[src/rtl/timer_entry_pkg.sv]
// timer_entry_pkg: shared FSM states and constants for keypad timer entry
package timer_entry_pkg;
  localparam int BCD_W = 4;
  localparam int MAX_KEYS = 10;
  typedef enum logic [1:0] {IDLE, PRESS_DB, HELD, RELEASE_DB} state_e;
endpackage

[src/rtl/key_prio_encoder.sv]
// key_prio_encoder: highest-index-wins encoder of N_KEYS key lines to BCD
module key_prio_encoder
  import timer_entry_pkg::*;
#(
  parameter int N_KEYS = MAX_KEYS
) (
  input  logic [N_KEYS-1:0] i_keys,
  output logic              o_any,
  output logic [BCD_W-1:0]  o_code
);
  always_comb begin
    o_code = '0;
    for (int i = 0; i < N_KEYS; i++) o_code = i_keys[i] ? BCD_W'(i) : o_code;
  end
  assign o_any = |i_keys;
endmodule

[src/rtl/keypad_bcd_entry.sv]
// keypad_bcd_entry: debounced keypad digit entry into an N-digit BCD shift register
module keypad_bcd_entry
  import timer_entry_pkg::*;
#(
  parameter int N_KEYS = 10,
  parameter int N_DIGITS = 4,
  parameter int DEBOUNCE_CYCLES = 4
) (
  input  logic                        clk,
  input  logic                        rst,
  input  logic [N_KEYS-1:0]           keys,
  input  logic                        en,
  input  logic                        clear,
  output logic [BCD_W*N_DIGITS-1:0]   digits,
  output logic                        digit_valid,
  output logic [BCD_W-1:0]            key_code,
  output logic [3:0]                  count,
  output logic                        full,
  output logic                        nonzero
);
  localparam int CW = $clog2(DEBOUNCE_CYCLES + 1);
  localparam logic [CW-1:0] CNT_MAX = CW'(DEBOUNCE_CYCLES);
  logic [N_KEYS-1:0] r_sync1, r_sync2;
  logic w_any, w_accept, w_take;
  logic [BCD_W-1:0] w_code, r_cand, w_cand;
  logic [CW-1:0] r_cnt, w_cnt;
  state_e r_state, w_state;
  logic [BCD_W*N_DIGITS-1:0] w_shift;
  key_prio_encoder #(.N_KEYS(N_KEYS)) u_enc (
    .i_keys(r_sync2),
    .o_any (w_any),
    .o_code(w_code)
  );
  always_ff @(posedge clk) begin
    if (rst) begin
      r_sync1 <= '0;
      r_sync2 <= '0;
      r_state <= IDLE;
      r_cnt <= '0;
      r_cand <= '0;
    end else begin
      r_sync1 <= keys;
      r_sync2 <= r_sync1;
      r_state <= w_state;
      r_cnt <= w_cnt;
      r_cand <= w_cand;
    end
  end
  always_comb begin
    w_state = r_state;
    w_cnt = r_cnt;
    w_cand = r_cand;
    w_accept = 1'b0;
    case (r_state)
      IDLE: if (w_any) begin
        w_state = PRESS_DB;
        w_cand = w_code;
        w_cnt = CW'(1);
      end
      PRESS_DB: if (!w_any) w_state = IDLE;
        else if (w_code != r_cand) begin
          w_cand = w_code;
          w_cnt = CW'(1);
        end else if (r_cnt == CNT_MAX) begin
          w_state = HELD;
          w_accept = 1'b1;
        end else w_cnt = r_cnt + 1'b1;
      HELD: if (!w_any) begin
        w_state = RELEASE_DB;
        w_cnt = CW'(1);
      end
      RELEASE_DB: if (w_any) w_state = HELD;
        else if (r_cnt == CNT_MAX) w_state = IDLE;
        else w_cnt = r_cnt + 1'b1;
      default: w_state = IDLE;
    endcase
    if (!en) begin
      w_state = IDLE;
      w_cnt = '0;
      w_accept = 1'b0;
    end
  end
  generate
    if (N_DIGITS == 1) begin : g_one
      assign w_shift = r_cand;
    end else begin : g_many
      assign w_shift = {digits[BCD_W*(N_DIGITS-1)-1:0], r_cand};
    end
  endgenerate
  // a press accepted while full is consumed without touching the register
  assign w_take = w_accept && !full;
  always_ff @(posedge clk) begin
    if (rst) begin
      digits <= '0;
      count <= '0;
      key_code <= '0;
      digit_valid <= 1'b0;
    end else if (clear) begin
      digits <= '0;
      count <= '0;
      digit_valid <= 1'b0;
    end else begin
      digit_valid <= w_take;
      if (w_take) begin
        digits <= w_shift;
        count <= count + 1'b1;
        key_code <= r_cand;
      end
    end
  end
  assign full = count == 4'(N_DIGITS);
  assign nonzero = |digits;
endmodule

[config.mk]
export PLATFORM = sky130hd
export DESIGN_NAME = keypad_bcd_entry
export DESIGN_NICKNAME = d
export VERILOG_FILES = /design/src/rtl/timer_entry_pkg.sv /design/src/rtl/key_prio_encoder.sv /design/src/rtl/keypad_bcd_entry.sv
export SDC_FILE = /design/constraint.sdc
export NUM_CORES = 1
export LEC_CHECK = 0
export ABC_AREA = 1
export BUFFER_PORTS_ARGS = -buffer_cell sky130_fd_sc_hd__buf_2
export CAP_MARGIN = 20
export CORE_ASPECT_RATIO = 0.6
export CORE_MARGIN = 2
export CORE_UTILIZATION = 23
export DETAILED_ROUTE_END_ITERATION = 8
export HOLD_SLACK_MARGIN = 0.12
export PLACE_DENSITY = 0.38
export SLEW_MARGIN = 20
export SYNTH_ARGS = -nofsm -noshare
export SYNTH_HDL_FRONTEND = slang
export SYNTH_SLANG_ARGS = --single-unit
[constraint.sdc]
create_clock -name clk -period 3.1 [get_ports clk]
set_input_delay 0.155 -clock clk [delete_from_list [all_inputs] [get_ports clk]]
set_output_delay 0.155 -clock clk [all_outputs]
set_load 0.05 [all_outputs]
==> results.md, run 1 <==
- Clk_lat worst skew: 0.29 ns
- Largest net degree at the start of global routing: 25
- Avg Synthesized Cell Area: 7.37 um^2
- Pwr Total: 0.00163 W
- M3 GR Usage: 3.31%
- Routed WL per cell: 10.8 um
- Syn nets: 328
- PD cells: 557 nW/um^2
- Crit path max fanout: 23
- Antenna viol nets, final: 0
- Layout cell share with drive strength beyond 1: 19.2%
- Total grt overflow: 0
- Die Ht: 81.2 um
- Setup ws final: 0.853 ns
- Combinational share of power: 9.5%
- DR vias/cell: 4.03
- Root buf cell: clkbuf_16
- DRT Pass-1 Iters: 4
- RSZ-0062 raised after global routing: false
- Clock slew at reported path FFs: 0.07 ns
- Drt drc: 0
- Die X: 133 um
- Global-route wire length before repair: 9110 um
- # H-tree levels: 2
- # setup viols final: 0
- Worst hold path type: in2reg
- Global Route Usage Sum: 10.8%
- DIE AREA: 10,800 um^2
- Net Sw Frac: 22.8%
- GPL Wtd Cong: 0.757
- Initial antenna violation count: 0
- P_sw: 0.000371 W
- Pre-CTS WS: 0.874 ns
- Setup TNS: 0 ns
- DP Wirelength: 3830 um
- Initial Util: 23.4%
- Slew Limit Headroom: 56.0%
- Category of the worst setup path capture point: register
- Required time worst endpoint: 3.28 ns
- VDD IR max: 0.224 mV
- Status: complete, no violations
- Register area share after synthesis: 47.3%
- Synth Warn #: 0
- Core Rows: 28
- Routing usage on met2: 14.2%
- Leak Pwr: 1.35 nW
- WL final: 5350 um
- Number of I/O pins: 41
- Setup bufs post-CTS: 0
- Layout area overhead: 27.9%
- Max cap viols: 0
- CP Launch Type: register
- CTS Buf Count: 5
- Max Clock Skew: 0.00342 ns
- Fin crit share: 72.5%
- Min cycle time layout: 2.25 ns
- GRT met1 Usage: 16.3%
- Max Fclk: 0.445 GHz
- Hold Fails Final Rpt: 0
- Reg power frac: 45.1%
- Least-Margin Pin Slew: 0.659 ns
- Number of library cell types mapped by synthesis: 27
- Vias in the first global route: 1,779
- Net count reported at finish: 377
- First-iteration detailed-routing DRC count: 131
- P_int: 0.00126 W
- Syn Inst Count: 310
- Clock tree sinks: 54
- Cell Area, Synth: 2290 um^2
- CTS tree: built
- Crit path DAT: 2.43 ns
- Vias: 1,995
- IO buf count: 40
- Final Max Tran Viols: 0
- CTS Buffer Depth: 2
- N_diodes: 0
- Area of the core: 9770 um^2
- Count of state elements after synthesis: 54
- Clock power frac: 45.4%
- Crit Path Class: reg2reg
- Top Usage Layer GRT: met1
[power by group through the flow]
stage	clock network, W	registers (W)	logic (W)
after global placement	0	0.000751	0.000146
after detailed placement	0	0.000750	0.000147
after floorplan	0	0.000745	0.000111
after global routing	0.000785	0.000737	0.000178
after CTS	0.000764	0.000734	0.000156
final	0.000740	0.000734	0.000155
[flip-flops by register name, summed over array words and instances, names as in the netlist, named ones only]
| register | flops |
|---|---|
| r_sync2 | 10 |
| r_cand | 4 |
| digit_valid | 1 |
| r_sync1 | 10 |
| key_code | 4 |
| count | 4 |
| digits | 16 |
| r_cnt | 3 |
| r_state | 1 |
[worst max-delay path: stages (launching register included)]
cell and delay (ns):
dfxtp_1 0.38, inv_1 0.08, ha_1 0.19, nand2_1 0.06
nor2_1 0.06, nor4_4 0.24, buf_4 0.30, nand3_2 0.44
nor3_1 0.29, nor2_1 0.08
[layout make-up]
type	count	area (um^2)
fillers	1065	6850
flip-flops and latches	54	1080
multi-input cells	195	968
repair buffers	52	315
inverters	51	191
well taps	135	169
clock buffers	6	139
clock inverters	2	60.1
[placed cells by master, fill, tap and decap left out, types with 4 or more instances in the layout]
| cell type | instances |
|---|---|
| a21oi_1 | 28 |
| buf_2 | 40 |
| clkbuf_16 | 5 |
| dfxtp_1 | 54 |
| dlygate4sd3_1 | 10 |
| ha_1 | 4 |
| inv_1 | 44 |
| inv_2 | 7 |
| nand2_1 | 64 |
| nand3_1 | 27 |
| nand3_2 | 4 |
| nor2_1 | 38 |
| nor4_1 | 4 |
[cell usage after synthesis]
| master | number | area, um^2 |
|---|---|---|
| nand2_1 | 64 | 240 |
| dfxtp_1 | 54 | 1080 |
| inv_1 | 44 | 165 |
| nor2_1 | 38 | 143 |
| a21oi_1 | 28 | 140 |
| nand3_1 | 27 | 135 |
| inv_2 | 7 | 26.3 |
| clkbuf_1 | 6 | 22.5 |
| ha_1 | 4 | 50.1 |
| nand3_2 | 4 | 40.0 |
| nor4_1 | 4 | 25.0 |
| nand4_1 | 3 | 18.8 |
| nor2_2 | 3 | 18.8 |
| nor3_1 | 3 | 15.0 |
| o211ai_1 | 3 | 22.5 |
| o21ai_0 | 3 | 15.0 |
| buf_4 | 2 | 15.0 |
| nor2_4 | 2 | 22.5 |
| o21ai_1 | 2 | 10.0 |
| xor2_1 | 2 | 17.5 |
| a31oi_1 | 1 | 6.26 |
| buf_2 | 1 | 5.00 |
| buf_6 | 1 | 11.3 |
| nand2_2 | 1 | 6.26 |
| nand4_2 | 1 | 12.5 |
| nor4_2 | 1 | 12.5 |
| xnor2_1 | 1 | 8.76 |
[routing by layer]
metal / vias to the layer above / wire (um)
li1: 1074 / -
met1: 877 / 3070
met2: 36 / 2000
met3: 8 / 217
met4: 0 / 66
met5: - / 0
[cell families after synthesis]
group / Yosys count / share of synthesized area [%]
AND/OR/NAND/NOR: 151 / 30.2
AO/OA/AOI/OAI: 37 / 8.48
buffers and inverters: 61 / 10.7
flip-flops: 54 / 47.3
XOR/XNOR: 3 / 1.15
adder cells (fa/ha/maj): 4 / 2.19
[per-stage QoR]
stage | hold WS [ns] | cells | utilization (%) | area, um^2
floorplan | 0.239 | 310 | - | 2290
global placement | 0.355 | 477 | 26.9 | 2630
detailed placement | 0.363 | 477 | 26.9 | 2630
CTS | 0.190 | 495 | 29.9 | 2920
global route | 0.232 | 495 | 29.9 | 2920
finish | 0.209 | 495 | 29.9 | 2920
[worst paths after layout]
path | from | endpoint | slack (ns) | cells past startpoint
worst max-delay path | count[0] | key_code[1] | 0.85 | 9
worst min-delay path | clear | key_code[2] | 0.21 | 3
worst max register to register | count[0] | key_code[1] | 0.85 | 9
worst min register to register | r_sync1[8] | r_sync2[8] | 0.40 | 2
[repair_timing]
item                                   CTS  global route
resized for setup                        0             0
setup endpoints to repair                0             0
endpoints found under the hold margin   10             0
hold buffers                            10             0
Note: power is estimated with default switching activity, not from simulation.
==> inputs of run 2 (changes only) <==
--- a/config.mk
+++ b/config.mk
@@ -13,7 +13,7 @@
 export CORE_UTILIZATION = 23
 export DETAILED_ROUTE_END_ITERATION = 8
 export HOLD_SLACK_MARGIN = 0.12
-export PLACE_DENSITY = 0.38
+export PLACE_DENSITY = 0.39
 export SLEW_MARGIN = 20
 export SYNTH_ARGS = -nofsm -noshare
 export SYNTH_HDL_FRONTEND = slang
==> constraint.sdc (replaced) <==
create_clock -name clk -period 1.9 [get_ports clk]
set_input_delay 0.095 -clock clk [delete_from_list [all_inputs] [get_ports clk]]
set_output_delay 0.095 -clock clk [all_outputs]
set_load 0.05 [all_outputs]
==> run 2 against run 1 <==
Setup slack lost 0.71 ns. Clock power increased by 28%. Sequential power increased by 63%. Power grew 48%. Flip-flop and latch count unchanged. Combinational power increased by 70%. Global-route usage fell by 0.44 points. Via count fell by 0.60%. Clock skew increased by 0.0012 ns. Final cell count is 1.4% higher. Routed wire length fell by 1.9%. Critical path type unchanged.
==> results.md, run 2 (synthesis gave the netlist of run 1 again) <==
- Least-Margin Pin Slew: 0.498 ns
- Area of the core: 9770 um^2
- Total grt overflow: 0
- Initial Util: 23.4%
- Largest net degree at the start of global routing: 21
- Clk_lat worst skew: 0.29 ns
- Number of I/O pins: 41
- Net count reported at finish: 384
- Biggest regs: digits: 16 flops, r_sync1: 10 flops, r_sync2: 10 flops
- Final Max Tran Viols: 0
- Top Usage Layer GRT: met1
- Global Route Usage Sum: 10.3%
- # H-tree levels: 2
- Routed WL per cell: 10.4 um
- Leak Pwr: 1.37 nW
- CTS tree: built
- Drt drc: 0
- First-iteration detailed-routing DRC count: 126
- IO buf count: 40
- DRT Pass-1 Iters: 4
- Antenna viol nets, final: 0
- Largest register FFs: 16
- Crit path max fanout: 5
- Clock slew at reported path FFs: 0.07 ns
- Root buf cell: clkbuf_16
- Layout cell share with drive strength beyond 1: 22.1%
- Worst Path Buf+Inv: 2
- RSZ-0062 raised after global routing: true
- CTS Buf Count: 5
- Clock power frac: 39.3%
- Die X: 133 um
- Largest stage delay, worst path: 0.37 ns
- Max Clock Skew: 0.00465 ns
- P_int: 0.00177 W
- Top reg by flops: digits
- CP most frequent cell: nand2_1
- HP Start: clear
- # setup viols final: 0
- Max cap viols: 0
- Crit path max-delay family: simple AND/OR/NAND/NOR gates
- Reg power frac: 49.7%
- Routing usage on met2: 13.4%
- Max Fclk: 0.569 GHz
- PD cells: 808 nW/um^2
- Category of the worst setup path capture point: register
- Min cycle time layout: 1.76 ns
- GPL Wtd Cong: 0.782
- Reg2Reg Setup Slack: 0.14 ns
- Fin crit share: 92.4%
- Critical-path cell list: inv_1 > ha_1 > nand2_1 > nor2_4 > nor4_4 > buf_4 > nand4_2 > nor2_1 > nand2_1 > nand2_1
- GRT met1 Usage: 16.0%
- CTS Buffer Depth: 2
- Combinational share of power: 11.0%
- N_diodes: 0
- DR vias/cell: 3.95
- Placed Instances: 482
- Slew Limit Headroom: 66.5%
- Layout area overhead: 30.2%
- Worst r2r src: count[0]
- R2r endpoint: key_code[3]
- Worst hold path type: in2reg
- Global-route wire length before repair: 8840 um
- Fin cells: 502
- Die Ht: 81.2 um
- Pre-CTS WS: 0.0897 ns
- Net Sw Frac: 26.5%
- Commonest non-fill, non-tap cell in the layout: nand2_1
- P_sw: 0.000637 W
- M3 GR Usage: 3.12%
- Setup ws final: 0.144 ns
- Worst path slowest cell: dfxtp_4
- WHS Endpoint: key_code[0]
- DP Wirelength: 3810 um
- Crit Path Class: reg2reg
- Status: complete, no violations
- Initial antenna violation count: 0
- CP Launch Type: register
- Vias: 1,983
- Vias in the first global route: 1,749
- Hold path cells: 3
- Clock tree sinks: 54
- Required time worst endpoint: 2.14 ns
- VDD IR max: 0.320 mV
- Pwr Total: 0.00241 W
- WL final: 5250 um
- Hold Fails Final Rpt: 0
- Crit path DAT: 2.00 ns
- Core Rows: 28
- DIE AREA: 10,800 um^2
- Most frequent cells in the layout: nand2_1 (63), dfxtp_1 (52), inv_1 (44)
- R2R depth: 10
## run 2: cell count changes in the layout (fill, tap and decap cells not counted), moves of 2 or more
cell       delta
buf_4         +5
buf_12        +2
dfxtp_4       +2
nor2_1        -2
dfxtp_1       -2
clkinv_4      +2
bufinv_16     -2
## run 2: what timing repair did
action	in CTS	in global routing
endpoints found under the setup margin	0	23
hold buffers	10	0
endpoints found under the hold margin	10	0
gates resized for setup	0	2
buffers inserted	0	2
## run 2: layout make-up
| cell class | count | area (um^2) |
|---|---|---|
| clock buffers | 5 | 125 |
| repair buffers | 59 | 393 |
| clock inverters | 3 | 28.8 |
| fillers | 1088 | 6800 |
| inverters | 51 | 191 |
| flip-flops and latches | 54 | 1090 |
| well taps | 135 | 169 |
| multi-input cells | 195 | 981 |
## run 2: worst min-delay path: stages
cell	delay, ns
buf_2	0.13
nor3_1	0.06
nor2_1	0.09
## run 2: per-layer routing
metal / routed length, um / part of all wire [%] / up-vias
met5: 0 / 0 / -
met3: 194 / 3.7 / 5
met2: 1910 / 36 / 29
li1: - / - / 1085
met1: 3090 / 59 / 864
met4: 55 / 1.0 / 0
## run 2: worst max path at each step
stage               startpoint          end  slack, ns  cells after the start
finish                count[0]  key_code[3]       0.14                     10
global route          count[0]  key_code[1]      -0.01                     10
CTS                   count[0]  key_code[3]       0.06                     10
detailed placement    count[0]  key_code[3]       0.09                     10
global placement      count[0]  key_code[3]       0.12                     10
floorplan             count[0]  key_code[1]       0.01                      9
## run 2: stage by stage
| stage | area [um^2] | utilization (%) | TNS, ns | hold slack, ns |
|---|---|---|---|---|
| final | 2980 | 30.5 | 0 | 0.120 |
| after global routing | 2980 | 30.5 | -0.0113 | 0.162 |
| after CTS | 2960 | 30.2 | 0 | 0.129 |
| after detailed placement | 2700 | 27.6 | 0 | 0.302 |
| after global placement | 2700 | 27.6 | 0 | 0.295 |
| after floorplan | 2310 | - | 0 | 0.179 |
## run 2: power by group through the flow
stage / clock, W / combinational [W] / sequential (W)
global route: 0.00104 / 0.000304 / 0.00120
global placement: 0 / 0.000247 / 0.00122
finish: 0.000946 / 0.000264 / 0.00120
floorplan: 0 / 0.000183 / 0.00121
CTS: 0.000992 / 0.000263 / 0.00120
detailed placement: 0 / 0.000246 / 0.00122
==> inputs of run 3 (changes only) <==
--- a/config.mk
+++ b/config.mk
@@ -17,4 +17,5 @@
 export SLEW_MARGIN = 20
 export SYNTH_ARGS = -nofsm -noshare
 export SYNTH_HDL_FRONTEND = slang
+export SYNTH_HIERARCHICAL = 1
 export SYNTH_SLANG_ARGS = --single-unit
==> run 3 against run 2 <==
The flow now finishes with violations (negative setup slack). Via count grew 9.3%. Sequential share of layout area fell by 3.4 points. Critical path depth is 4 higher. Setup slack got worse by 0.16 ns. Power increased by 0.77%. Die area up 3.6%. Non-clock buffer count grew 7. Critical endpoint is now digits[13]. Largest power group unchanged.
==> results.md, run 3 <==
- Status: complete, but fails checks
- Failing checks: negative setup slack
- Area leader, netlist: dfxtp_1
- Net Sw Frac: 26.3%
- Hold Fails Final Rpt: 0
- Layout area overhead: 37.9%
- GPL Wtd Cong: 0.808
- Clk_lat worst skew: 0.29 ns
- Worst hold slack: 0.140 ns
- Largest net degree at the start of global routing: 22
- DR vias/cell: 4.04
- P_int: 0.00179 W
- Crit path max-delay family: simple AND/OR/NAND/NOR gates
- Drt drc: 0
- Worst hold path type: in2reg
- WHS Endpoint: r_cnt[2]
- Synth top area cells: dfxtp_1 (46%), nor2_1 (12%), nand2_1 (9.7%)
- N_diodes: 0
- Reg2Reg Setup Slack: -0.02 ns
- Category of the worst setup path capture point: register
- Number of I/O pins: 41
- Die X: 135 um
- Area of the core: 9950 um^2
- First-iteration detailed-routing DRC count: 100
- Vias in the first global route: 1,965
- Final Max Tran Viols: 0
- Initial Util: 23.8%
- Largest register FFs: 16
- Crit Path Class: reg2reg
- Avg Synthesized Cell Area: 7.04 um^2
- Clock power frac: 36.3%
- DRT Pass-1 Iters: 4
- Final instance area: 3270 um^2
- Initial antenna violation count: 0
- Post-synth EDFFs: 0
- Crit path max fanout: 6
- Setup ws final: -0.0181 ns
- Area post-placement: 2790 um^2
- CTS Buffer Depth: 2
- Setup TNS: -0.0678 ns
- Largest stage delay, worst path: 0.31 ns
- Worst Path Buf+Inv: 3
- Max Fclk: 0.521 GHz
- Max Clock Skew: 0.00743 ns
- RSZ-0062 raised after global routing: true
- Clock tree sinks: 54
- Combinational share of power: 14.0%
- Reg power frac: 49.7%
- Biggest regs: digits: 16 flops, r_sync1: 10 flops, r_sync2: 10 flops
- P_sw: 0.000636 W
- IO buf count: 40
- # H-tree levels: 2
- R2R depth: 14
- Share of the synthesized area in the top cell type: 45.6%
- Clock slew at reported path FFs: 0.07 ns
- Global-route wire length before repair: 9700 um
- R2r endpoint: digits[13]
- PD cells: 741 nW/um^2
- Antenna viol nets, final: 0
- Fin crit share: 101%
- Max cap viols: 0
- Min cycle time layout: 1.92 ns
- CP Launch Type: register
- Most frequent cells in the layout: inv_1 (57), nor2_1 (55), nand2_1 (52)
- Layout cell share with drive strength beyond 1: 27.9%
- Die Ht: 82.7 um
- Hold path cells: 3
- DIE AREA: 11,200 um^2
- Syn nets: 355
- Top reg by flops: digits
- Required time worst endpoint: 2.09 ns
- Total grt overflow: 0
- Critical-path cell list: inv_1 > nand2_2 > nand3_2 > a31oi_4 > inv_1 > nand2_1 > nand2_2 > nor2_4 > nand2_4 > nor2_4 > nand2_4 > buf_12 > nor2_1 > nor2_1
- Core Rows: 28
- Pwr Total: 0.00242 W
- Worst r2r src: r_sync2[3]
- WL final: 6140 um
- Net count reported at finish: 420
- Root buf cell: clkbuf_16
- Final design utilization: 32.9%
- Post-synth ARST share: 0%
- HP Start: en
- CTS tree: built
- Most frequent cell after synthesis: nor2_1
- Top_reg_cell synth: dfxtp_1
- DP Wirelength: 4220 um
- VDD IR max: 0.334 mV
- Routed WL per cell: 11.4 um
- Post-synth top cells: nor2_1 (73), nand2_1 (61), inv_1 (59)
- # setup viols final: 9
- Global Route Usage Sum: 11.3%
- Synth Warn #: 6
- Least-Margin Pin Slew: 0.709 ns
- Crit path DAT: 2.11 ns
- Cell Area, Synth: 2370 um^2
- Number of library cell types mapped by synthesis: 28
- Count of state elements after synthesis: 54
- Slew Limit Headroom: 52.7%
- Commonest non-fill, non-tap cell in the layout: inv_1
- Vias: 2,168
- Syn Inst Count: 337
- Leak Pwr: 1.65 nW
- Worst path slowest cell: dfxtp_2
- CTS Buf Count: 5
- Register area share after synthesis: 45.6%
## run 3: worst max-delay path by stage
stage | startpoint | to | slack (ns) | depth (start not counted)
detailed placement | r_sync2[9] | digits[11] | -0.06 | 13
floorplan | count[0] | count[2] | 0.03 | 10
finish | r_sync2[3] | digits[13] | -0.02 | 14
global route | r_sync2[3] | digits[13] | -0.13 | 14
global placement | r_sync2[9] | digits[13] | -0.03 | 13
CTS | r_sync2[9] | digits[11] | 0.02 | 13
## run 3: final cells by class
type / instances / area (um^2)
Inverter: 66 / 248
Sequential cell: 54 / 1080
Tap cell: 135 / 169
Timing Repair Buffer: 66 / 475
Clock buffer: 7 / 133
Multi-Input combinational cell: 209 / 1160
Fill cell: 1099 / 6680
## run 3: cell families (layout without fill, tap and decap cells)
group	count (synthesis)	in the layout	synth area share, %
AND/OR/NAND/NOR	168	168	31.1
buffers and inverters	74	139	12.6
flip-flops	54	54	45.6
AO/OA/AOI/OAI	33	33	7.12
adder cells (fa/ha/maj)	4	4	2.11
XOR/XNOR	4	4	1.48
## run 3: metrics by stage
step	setup slack, ns	cells
CTS	0.0207	533
finish	-0.0181	537
global route	-0.128	537
detailed placement	-0.0561	516
floorplan	0.0281	337
global placement	-0.0291	516
## run 3: timing repair
action / in CTS / in global routing
cloned: 0 / 3
hold endpoints to repair: 10 / 0
gates resized for setup: 3 / 48
buffers inserted: 0 / 1
pin swaps: 1 / 15
hold buffers: 10 / 0
endpoints found under the setup margin: 20 / 34
## run 3: power by group through the flow
stage	registers, W	logic [W]	clock network, W
4_1_cts	0.00120	0.000295	0.000906
3_5_place_dp	0.00122	0.000275	0
6_report	0.00121	0.000340	0.000880
5_1_grt	0.00121	0.000385	0.000960
2_1_floorplan	0.00121	0.000201	0
3_3_place_gp	0.00123	0.000277	0
## run 3: tightest hold or removal path: stages
cell and delay (ns):
buf_2 0.11, nand2_1 0.12, a21oi_1 0.06
## run 3: metal layers
metal	vias up	track usage, %	part of all wire (%)
li1	1156	-	-
met1	972	16.8	59
met2	32	15.1	35
met3	8	3.48	4.0
met4	0	3.85	1.2
met5	-	0	0
